--- src/rtl/cond_exec_ctrl.sv ---
`timescale 1ns/1ps
// ARM-style conditional-execution sequencer in front of the ALU; owns the N/Z/C/V flag register.
// Define COND_PERF_CNT_EN to add saturating exec_cnt/skip_cnt performance counters.
module cond_exec_ctrl #(
  parameter int unsigned TIMEOUT = 15,
  parameter int unsigned CNT_W   = 16
) (
  input  logic        clk,
  input  logic        rst_n,
  input  logic        in_valid,
  output logic        in_ready,
  input  logic [3:0]  in_cond,
  input  logic        in_s,
  input  logic [3:0]  in_op,
  input  logic [31:0] in_a,
  input  logic [31:0] in_b,
  output logic        alu_start,
  output logic [3:0]  alu_op,
  output logic [31:0] alu_a,
  output logic [31:0] alu_b,
  input  logic        alu_done,
  input  logic [31:0] alu_result,
  input  logic [3:0]  alu_flags,
  output logic        out_valid,
  input  logic        out_ready,
  output logic [31:0] out_result,
  output logic        out_exec,
  output logic        err_timeout,
`ifdef COND_PERF_CNT_EN
  output logic [CNT_W-1:0] exec_cnt,
  output logic [CNT_W-1:0] skip_cnt,
`endif
  output logic [3:0]  flags
);

  typedef enum logic [2:0] {StIdle, StEval, StIssue, StWait, StResp} state_e;

  localparam logic [7:0] TimeoutLast = 8'(TIMEOUT - 1);

  state_e      state_q, state_d;
  logic [7:0]  cnt_q, cnt_d;
  logic [3:0]  cond_q, cond_d;
  logic        s_q, s_d;
  logic [3:0]  op_q, op_d;
  logic [31:0] a_q, a_d, b_q, b_d;
  logic [31:0] result_q, result_d;
  logic        exec_q, exec_d;
  logic        to_q, to_d;
  logic [3:0]  flags_q, flags_d;
  logic        cond_pass;

  always_comb begin
    logic n, z, c, v;
    {n, z, c, v} = flags_q;
    cond_pass = 1'b0;
    unique case (cond_q)
      4'h0: cond_pass = z;
      4'h1: cond_pass = !z;
      4'h2: cond_pass = c;
      4'h3: cond_pass = !c;
      4'h4: cond_pass = n;
      4'h5: cond_pass = !n;
      4'h6: cond_pass = v;
      4'h7: cond_pass = !v;
      4'h8: cond_pass = c && !z;
      4'h9: cond_pass = !c || z;
      4'hA: cond_pass = (n == v);
      4'hB: cond_pass = (n != v);
      4'hC: cond_pass = !z && (n == v);
      4'hD: cond_pass = z || (n != v);
      4'hE: cond_pass = 1'b1;
      4'hF: cond_pass = 1'b0;
      default: cond_pass = 1'b0;
    endcase
  end

  always_comb begin
    state_d  = state_q;
    cnt_d    = cnt_q;
    cond_d   = cond_q;
    s_d      = s_q;
    op_d     = op_q;
    a_d      = a_q;
    b_d      = b_q;
    result_d = result_q;
    exec_d   = exec_q;
    to_d     = to_q;
    flags_d  = flags_q;
    unique case (state_q)
      StIdle: begin
        if (in_valid) begin
          cond_d  = in_cond;
          s_d     = in_s;
          op_d    = in_op;
          a_d     = in_a;
          b_d     = in_b;
          state_d = StEval;
        end
      end
      StEval: begin
        if (cond_pass) begin
          state_d = StIssue;
        end else begin
          exec_d   = 1'b0;
          result_d = '0;
          to_d     = 1'b0;
          state_d  = StResp;
        end
      end
      StIssue: begin
        cnt_d   = '0;
        state_d = StWait;
      end
      StWait: begin
        cnt_d = cnt_q + 8'd1;
        // A done arriving on the last allowed cycle still counts as a completion.
        if (alu_done) begin
          result_d = alu_result;
          exec_d   = 1'b1;
          to_d     = 1'b0;
          if (s_q) flags_d = alu_flags;
          state_d  = StResp;
        end else if (cnt_q == TimeoutLast) begin
          result_d = '0;
          exec_d   = 1'b1;
          to_d     = 1'b1;
          state_d  = StResp;
        end
      end
      StResp: begin
        if (out_ready) begin
          to_d    = 1'b0;
          state_d = StIdle;
        end
      end
      default: state_d = StIdle;
    endcase
  end

  always_ff @(posedge clk or negedge rst_n) begin
    if (!rst_n) begin
      state_q  <= StIdle;
      cnt_q    <= '0;
      cond_q   <= '0;
      s_q      <= 1'b0;
      op_q     <= '0;
      a_q      <= '0;
      b_q      <= '0;
      result_q <= '0;
      exec_q   <= 1'b0;
      to_q     <= 1'b0;
      flags_q  <= '0;
    end else begin
      state_q  <= state_d;
      cnt_q    <= cnt_d;
      cond_q   <= cond_d;
      s_q      <= s_d;
      op_q     <= op_d;
      a_q      <= a_d;
      b_q      <= b_d;
      result_q <= result_d;
      exec_q   <= exec_d;
      to_q     <= to_d;
      flags_q  <= flags_d;
    end
  end

  assign in_ready    = (state_q == StIdle);
  assign alu_start   = (state_q == StIssue);
  assign out_valid   = (state_q == StResp);
  assign alu_op      = op_q;
  assign alu_a       = a_q;
  assign alu_b       = b_q;
  assign out_result  = result_q;
  assign out_exec    = exec_q;
  assign err_timeout = to_q;
  assign flags       = flags_q;

`ifdef COND_PERF_CNT_EN
  logic             resp_hs;
  logic [CNT_W-1:0] exec_cnt_q, skip_cnt_q;

  assign resp_hs = (state_q == StResp) && out_ready;

  always_ff @(posedge clk or negedge rst_n) begin
    if (!rst_n) begin
      exec_cnt_q <= '0;
      skip_cnt_q <= '0;
    end else if (resp_hs) begin
      if (exec_q && !to_q && (exec_cnt_q != '1)) exec_cnt_q <= exec_cnt_q + CNT_W'(1);
      if (!exec_q && (skip_cnt_q != '1)) skip_cnt_q <= skip_cnt_q + CNT_W'(1);
    end
  end

  assign exec_cnt = exec_cnt_q;
  assign skip_cnt = skip_cnt_q;
`else
  logic [CNT_W-1:0] unused_perf;
  assign unused_perf = '0;
`endif

endmodule
--- config.mk ---
export PLATFORM = sky130hd
export DESIGN_NAME = cond_exec_ctrl
export DESIGN_NICKNAME = d
export VERILOG_FILES = /design/src/rtl/cond_exec_ctrl.sv
export SDC_FILE = /design/constraint.sdc
export NUM_CORES = 1
export LEC_CHECK = 0
export ABC_AREA = 1
export BUFFER_PORTS_ARGS = -buffer_cell sky130_fd_sc_hd__buf_2
export CELL_PAD_IN_SITES_DETAIL_PLACEMENT = 0
export CELL_PAD_IN_SITES_GLOBAL_PLACEMENT = 1
export CORE_AREA = 10 10 131 133
export DETAILED_ROUTE_END_ITERATION = 12
export DIE_AREA = 0 0 141 143
export PLACE_DENSITY_LB_ADDON = 0.15
export SLEW_MARGIN = 25
export SYNTH_ARGS = -nofsm -noshare
export SYNTH_HDL_FRONTEND = slang
export SYNTH_SLANG_ARGS = --single-unit
--- constraint.sdc ---
create_clock -name clk -period 1.9 [get_ports clk]
set_input_delay 0 -clock clk [delete_from_list [all_inputs] [get_ports clk]]
set_output_delay 0 -clock clk [all_outputs]
set_load 0.03 [all_outputs]
==> After elaboration in Yosys (flattened, before gate mapping) <==
Cells that the tools add are included.
{ "op_classes": {"n_addsub": 1, "eq_ne": 26, "mux": 19, "reduce_logical": 18} }
{ "ops": {"columns": ["op", "n"], "rows": [
  ["$mux 32", 3],
  ["$pmux 32 s2", 1],
  ["$eq 4x4->1 const B", 8],
  ["$eq 4x3->1 const B", 4],
  ["$pmux 1 s16", 1],
  ["$pmux 8 s2", 1],
  ["$mux 3", 5],
  ["$pmux 3 s5", 1],
  ["$reduce_and 3->1", 3],
  ["$add 8x1->8 const B", 1],
  ["$eq 4x2->1 const B", 2],
  ["$eq 8x4->1 const B", 1],
  ["$eq 3x2->1 const B", 2],
  ["$mux 1", 5],
  ["$eq 4x1->1 const B", 1],
  ["$logic_not 1->1", 4],
  ["$logic_not 4->1", 1],
  ["$ne 2x2->1 const B", 2],
  ["$reduce_and 4->1", 1],
  ["$reduce_bool 2->1", 2],
  ["$eq 3x1->1 const B", 1],
  ["$eq 3x3->1 const B", 1],
  ["$logic_not 3->1", 1],
  ["$ne 3x3->1 const B", 1],
  ["9 further kinds", 11]
]} }
{ "totals": {"regBits": 122, "inputBits": 114} }

==> Depth between registers and ports, before layout <==
Gate-level depths: netlist of the first run.
{ "logic_depth": {"word_depth": 5, "depth_mapped": 15, "mapped_depth_nobuf": 14} }

==> Least setup slack after synthesis of the first run <==
OpenSTA, ideal clock, no wires.
{ "synth_timing": {"path_kind": "register -> register", "start": "reg state_q[0]", "end": "reg b_q[0] (netlist: alu_b[0])", "arrival_time_ns": 1.775, "t_required_ns": 1.772, "setup_slack_ns": -0.003, "stages_incl_launch_ff": 8, "n_path_buf": 2, "synth_period_minus_slack_ns": 1.903, "path_cell_list": "dfrtp_1 > nor2_1 > inv_1 > nor2_1 > nand2_1 > buf_4 > buf_6 > mux2_1"} }
{ "synth_between": {"elab_chain_cells": 2} }
{ "synth_lines": {"columns": ["element", "line_no", "rtl"], "rows": [
  ["start: declaration", "40", "state_e state_q, state_d;"],
  ["start signal: assignment", "142", "state_q <= StIdle;"],
  ["start signal: assignment", "154", "state_q <= state_d;"],
  ["$logic_not 3->1", null, null],
  ["via in_ready", "11", "output logic in_ready,"],
  ["$reduce_and 2->1 (no line)", null, null],
  ["end signal: assignment", "148", "b_q <= '0;"],
  ["end signal: assignment", "160", "b_q <= b_d;"],
  ["end: declaration", "45", "logic [31:0] a_q, a_d, b_q, b_d;"]
]} }
The timed path passes the listed nets, and every way through them passes these cells.
A chain may end at the register's enable or synchronous reset.

==> Worst setup path in the final report of the first run <==
{ "layout_timing": {"start": "reg cond_q[0]", "end": "reg result_q[9] (netlist: out_result[9])"} }
{ "layout_between": {"elab_chain_cells": 4, "elab_cells_between_ends": 19, "classes_between": "16 x eq/ne; 1 x mux; 2 x reduce/logical"} }
{ "layout_lines": {"columns": ["element", "line_no", "rtl"], "rows": [
  ["start: declaration", "42", "logic [3:0] cond_q, cond_d;"],
  ["start signal: assignment", "156", "cond_q <= cond_d;"],
  ["$eq 4x4->1, or another cell as far along", "56", "unique case (cond_q)"],
  ["$pmux 1 s16 *", "56", null],
  ["$ne 2x2->1 (no line) *", null, null],
  ["$reduce_and 3->1 (no line) *", null, null],
  ["end signal: assignment", "161", "result_q <= result_d;"],
  ["end: declaration", "46", "logic [31:0] result_q, result_d;"]
]} }
Every way passes the cells marked *; elsewhere a longest branch is shown, timed or not.

==> impl_metrics.yaml, run 1 <==
place:
  place_congestion: 0.789
  dpl.hpwl_um: 11100
  io_buffers: 222
sta:
  finalCritPeriodShare: 0.896
  finalWorstPathRequiredPeriod_ns: 1.70
  setup_viol: 0
  worst_clock_skew_ns: 0.00715
  hold_ws_ns: 0.106
  max_freq_mhz: 587
  rsz0062_at_grt: "false"
  tightest_slew_ns: 0.534
  hold_viol: 0
  slew_headroom: 0.644
  fin_tns_setup_ns: 0
  slew_viol_final: 0
critical_path:
  startpoint_type: "flip-flop"
  worstPathRequired_ns: 2.20
  critPathLaunch: "cond_q[0]"
  crit_type: "flip-flop to flip-flop"
  cp_data_arrival_time_ns: 2.00
  crit_family: "simple AND/OR/NAND/NOR gates"
  crit_buf_inv: 1
  cp_cell_sequence: "inv_1 > nand2_1 > nand3_1 > nand2_1 > nand2_1 > nand2_1 > nand3_1 > nand2_1 > nand3_1 > nand2_2 > nand2_8 > nand2_1 > nand2_1"
  crit_top_cell: "nand2_1"
  path_max_fanout: 34
  worstSetupPathDepth: 13
  r2r_slack_ns: 0.20
  crit_slowest_cell: "dfrtp_1"
  crit-reg2reg-launch: "cond_q[0]"
  reg2reg_to: "out_result[9]"
  max_stage_delay_ns: 0.39
  crit_path_end_kind: "flip-flop"
  r2r_cells: 13
cts:
  cts_sinks: 122
  ctsRootBufferMaster: "clkbuf_16"
  htreeDepth: 4
  clkLatencyLatePin_ns: 0.41
  cts_tree: "yes"
  worst_setup_hold_path_clk_slew_ns: 0.06
  clockBufferDepth: 2
  cts_setup_buffers: 0
  cts-buffers-inserted: 17
floorplanning:
  die_area_mm2: 0.0202
  rows: 44
  die_w_um: 141
  initial_core_util: 0.344
  die_y_um: 143
  core_area_mm2: 0.0144
  io_pins: 223
global_route:
  grt.total_usage: 0.155
  antenna_found_initial: 0
  grt_pass1_vias: 4829
  grt_pass1_wl_um: 25000
  grt_max_degree: 55
  grt_remaining_overflow: 0
final_layout:
  mostFrequentLayoutCells: "buf_2, nand2_1, dfrtp_1"
  final_nets: 901
  final_common_cell: "buf_2"
  fillers: 1252
  regArea_mm2: 0.00305
  multiInputGateArea_mm2: 0.00172
  area_growth_pct: 62.9
  drive_gt1_frac: 0.424
  diodes: 0
status:
  status: "completed"
synthesis:
  synth_edf_count: 0
  synthCells: 439
  avgSynthCellArea_um2: 11.3
  synth-xor-area-share: 0
  ys_seq_area_frac: 0.614
  async_flop_share: 1.00
  syn_area_mm2: 0.00497
  syn_nets: 555
  synth_adder_area_share: 0.00504
  synth-compound-area-share: 0.0305
  ys_types: 27
  ys.flop_type: "dfrtp_1"
  synth_top_family_by_area: "multiplexers"
  synth-seq-cells: 122
  synth_mux_area_frac: 0.161
  yosysWarnings: 0
  synth-simple-area-share: 0.146
detailed_routing:
  drt_wl_total_um: 15600
  vias: 4393
  vias_per_cell: 4.47
  drc_errors: 0
  first_pass_iters: 5
  final_antenna_net_count: 0
  wl_per_cell_um: 15.9
  dr.first_iter.drc_count: 211
power:
  p_leak_nw: 4.19
  ir_worst_vdd_v: 0.00105
  p_per_area_mw_per_mm2: 1680
run:
  maxCapViolCount: 0
min_path:
  hold_class: "input port to asynchronous set/reset pin"
==> power breakdown <==
group | internal [mW] | leakage [nW] | switching, mW
Clock | 2.40 | 0.313 | 1.15
Sequential | 3.67 | 1.51 | 0.610
Combinational | 2.02 | 2.36 | 3.78
==> per-layer routing <==
metal  track usage  share of wire
met5             0              0
met3        0.0683          0.086
met1         0.165           0.39
met4        0.0723          0.023
met2         0.261           0.51
==> cells by family (layout without fill, tap and decap cells) <==
kind of cell,count (synthesis),after routing
adders and majority gates,2,2
DFF,122,122
buffers and inverters,39,398
and+or+nand+nor,178,178
AOI/OAI and AO/OA,27,27
muxes,71,71
==> cell type report <==
cell class	instances	area share
clock buffers	21	0.0569
clock inverters	11	0.0238
inverters	25	0.0119
multi-input cells	278	0.213
flip-flops and latches	122	0.377
well taps	184	0.0284
repair buffers	341	0.289
==> per-stage QoR <==
| stage | worst slack (ns) | power [mW] | cells | util | cell area (µm²) |
|---|---|---|---|---|---|
| after global placement | 0.150 | 9.88 | 837 | 0.437 | 6300 |
| after detailed placement | 0.132 | 9.97 | 837 | 0.437 | 6300 |
| final | 0.197 | 13.6 | 982 | 0.561 | 8090 |
| after CTS | 0.105 | 13.8 | 982 | 0.560 | 8080 |
| after global routing | 0.0250 | 14.4 | 982 | 0.561 | 8090 |
| after floorplan | 0.106 | 8.19 | 439 | - | 4970 |
==> how the worst max path moves through the flow <==
stage                     endpoint
global placement    out_result[16]
global route        out_result[23]
CTS                  out_result[9]
detailed placement  out_result[18]
floorplan              err_timeout
finish               out_result[9]
==> registers in the layout, indices dropped and copies added (netlist names) <==
register and flops:
alu_a 32, alu_b 32, alu_op 4, cnt_q 8
cond_q 4, err_timeout 1, flags 4, out_exec 1
out_result 32, s_q 1, state_q 3
==> cells in the mapped netlist, types with 2 or more instances <==
cell type,n,area [µm²]
inv_1,21,78.8
inv_2,3,11.3
ha_1,2,25.0
a21oi_1,10,50.1
nor2_2,4,25.0
nand4_1,2,12.5
dfrtp_1,122,3050
mux2_1,6,67.6
o21ai_0,11,55.1
nor2_1,19,71.3
buf_2,2,10.0
nand2_1,131,492
mux2_2,65,732
nand3_1,17,85.1
buf_6,8,90.1
nor3_1,2,10.0
o211ai_1,2,15.0
clkbuf_1,3,11.3
==> what timing repair did <==
action,4_1_cts,5_1_grt
endpoints found under the setup margin,0,34
gates resized for setup,0,2
hold buffers,113,0
hold endpoints to repair,149,0
Power figures use the tool's default switching activity.
==> inputs of run 2 (changes only) <==
--- a/config.mk
+++ b/config.mk
@@ -13,6 +13,7 @@
 export DETAILED_ROUTE_END_ITERATION = 12
 export DIE_AREA = 0 0 141 143
 export PLACE_DENSITY_LB_ADDON = 0.15
+export SKIP_CTS_REPAIR_TIMING = 1
 export SLEW_MARGIN = 25
 export SYNTH_ARGS = -nofsm -noshare
 export SYNTH_HDL_FRONTEND = slang
==> constraint.sdc (replaced) <==
create_clock -name clk -period 1.9 [get_ports clk]
set_input_delay 0.38 -clock clk [delete_from_list [all_inputs] [get_ports clk]]
set_output_delay 0.38 -clock clk [all_outputs]
set_load 0.03 [all_outputs]
==> impl_metrics.yaml, run 2 (same netlist as run 1, synthesis figures left out) <==
status:
  status: "completed"
sta:
  setup_viol: 0
  finalCritPeriodShare: 0.927
  max_freq_mhz: 568
  worst_clock_skew_ns: 0.00417
  hold_viol: 0
  tightest_slew_ns: 0.476
  slew_headroom: 0.683
  hold_ws_ns: 0.166
  slew_viol_final: 0
  finalWorstPathRequiredPeriod_ns: 1.76
  fin_tns_setup_ns: 0
  fin_ws_ns: 0.139
power:
  ir_worst_vdd_v: 0.000955
  p_leak_nw: 3.72
  p_per_area_mw_per_mm2: 1880
  internal-power_mw: 7.65
  switching_power_mw: 5.44
  p_clk_frac: 0.246
  netSwitchingFraction: 0.416
  p_total_mw: 13.1
  pwr-share-seq: 0.326
  p_comb_frac: 0.428
critical_path:
  path_max_fanout: 5
  crit_type: "flip-flop to primary output"
  cp_cell_sequence: "nor3_2 > buf_2"
  cp_data_arrival_time_ns: 1.38
  crit_slowest_cell: "dfrtp_1"
  max_stage_delay_ns: 0.44
  crit_path_end_kind: "primary output"
  startpoint_type: "flip-flop"
  crit_family: "flip-flops"
  worstPathRequired_ns: 1.52
  crit_buf_inv: 1
floorplanning:
  die_y_um: 143
  die_w_um: 141
  die_area_mm2: 0.0202
  io_pins: 223
  rows: 44
  core_area_mm2: 0.0144
  initial_core_util: 0.344
global_route:
  antenna_found_initial: 1
  grt_pass1_wl_um: 22400
  grt_pass1_vias: 4165
  grt.total_usage: 0.142
  grt_max_degree: 55
  grt_remaining_overflow: 0
final_layout:
  mostFrequentLayoutCells: "buf_2, nand2_1, dfrtp_1"
  drive_gt1_frac: 0.501
  diodes: 0
  final_common_cell: "buf_2"
  final_nets: 793
  area_growth_pct: 40.4
detailed_routing:
  vias: 3897
  drt_wl_total_um: 14500
  dr.first_iter.drc_count: 209
  final_antenna_net_count: 0
  vias_per_cell: 4.46
  drc_errors: 0
  wl_per_cell_um: 16.6
  first_pass_iters: 4
cts:
  cts_tree: "yes"
  ctsRootBufferMaster: "clkbuf_16"
  clkLatencyLatePin_ns: 0.41
  worst_setup_hold_path_clk_slew_ns: 0.05
  cts-buffers-inserted: 17
  clockBufferDepth: 2
  htreeDepth: 4
  cts_sinks: 122
place:
  dpl.hpwl_um: 11200
  place_ws_ns: 0.135
  io_buffers: 222
  place_congestion: 0.799
min_path:
  hold_class: "input port to flip-flop"
run:
  maxCapViolCount: 0
run 2: routing by layer:
| layer | track usage | part of all wire | vias up |
|---|---|---|---|
| met2 | 0.226 | 0.49 | 130 |
| met1 | 0.154 | 0.40 | 1840 |
| met5 | 0 | 0 | - |
| met4 | 0.0500 | 0.0096 | 0 |
| met3 | 0.0829 | 0.099 | 15 |
| li1 | - | - | 1912 |
run 2: final cells by class:
type | count | area, µm²
clock buffer | 19 | 443
clock inverter | 13 | 151
fill | 1360 | 7450
inverter | 25 | 96.3
multi-input combinational | 278 | 1740
sequential | 122 | 3050
tap | 184 | 230
timing repair buffer | 233 | 1270
run 2: power by group through the flow:
stage / clock network (mW) / registers (mW) / logic, mW
floorplan: 0 / 6.21 / 1.98
global placement: 0 / 4.25 / 5.64
detailed placement: 0 / 4.30 / 5.67
CTS: 3.30 / 4.28 / 5.68
global route: 3.44 / 4.42 / 6.05
finish: 3.22 / 4.27 / 5.61
run 2: path summary, 6_finish.rpt:
path,from,endpoint,slack [ns],cells after the start
max,state_q[1],out_valid,0.14,2
min,alu_result[20],out_result[20],0.17,3
max reg2reg,state_q[0],alu_a[23],0.21,6
min reg2reg,out_result[23],out_result[23],0.47,2
max in group asynchronous,rst_n,alu_a[29],0.91,3
min in group asynchronous,rst_n,out_result[14],0.47,2
run 2: worst min-delay path, stage by stage:
cell and delay [ns]:
buf_2 0.07, nand2_1 0.04, nand2_1 0.05
run 2: per-stage QoR:
step	cells	instance area (µm²)	utilization
3_5_place_dp	841	6340	0.440
3_3_place_gp	841	6340	0.440
4_1_cts	873	6940	0.481
5_1_grt	874	6980	0.484
6_report	874	6980	0.484
2_1_floorplan	439	4970	-
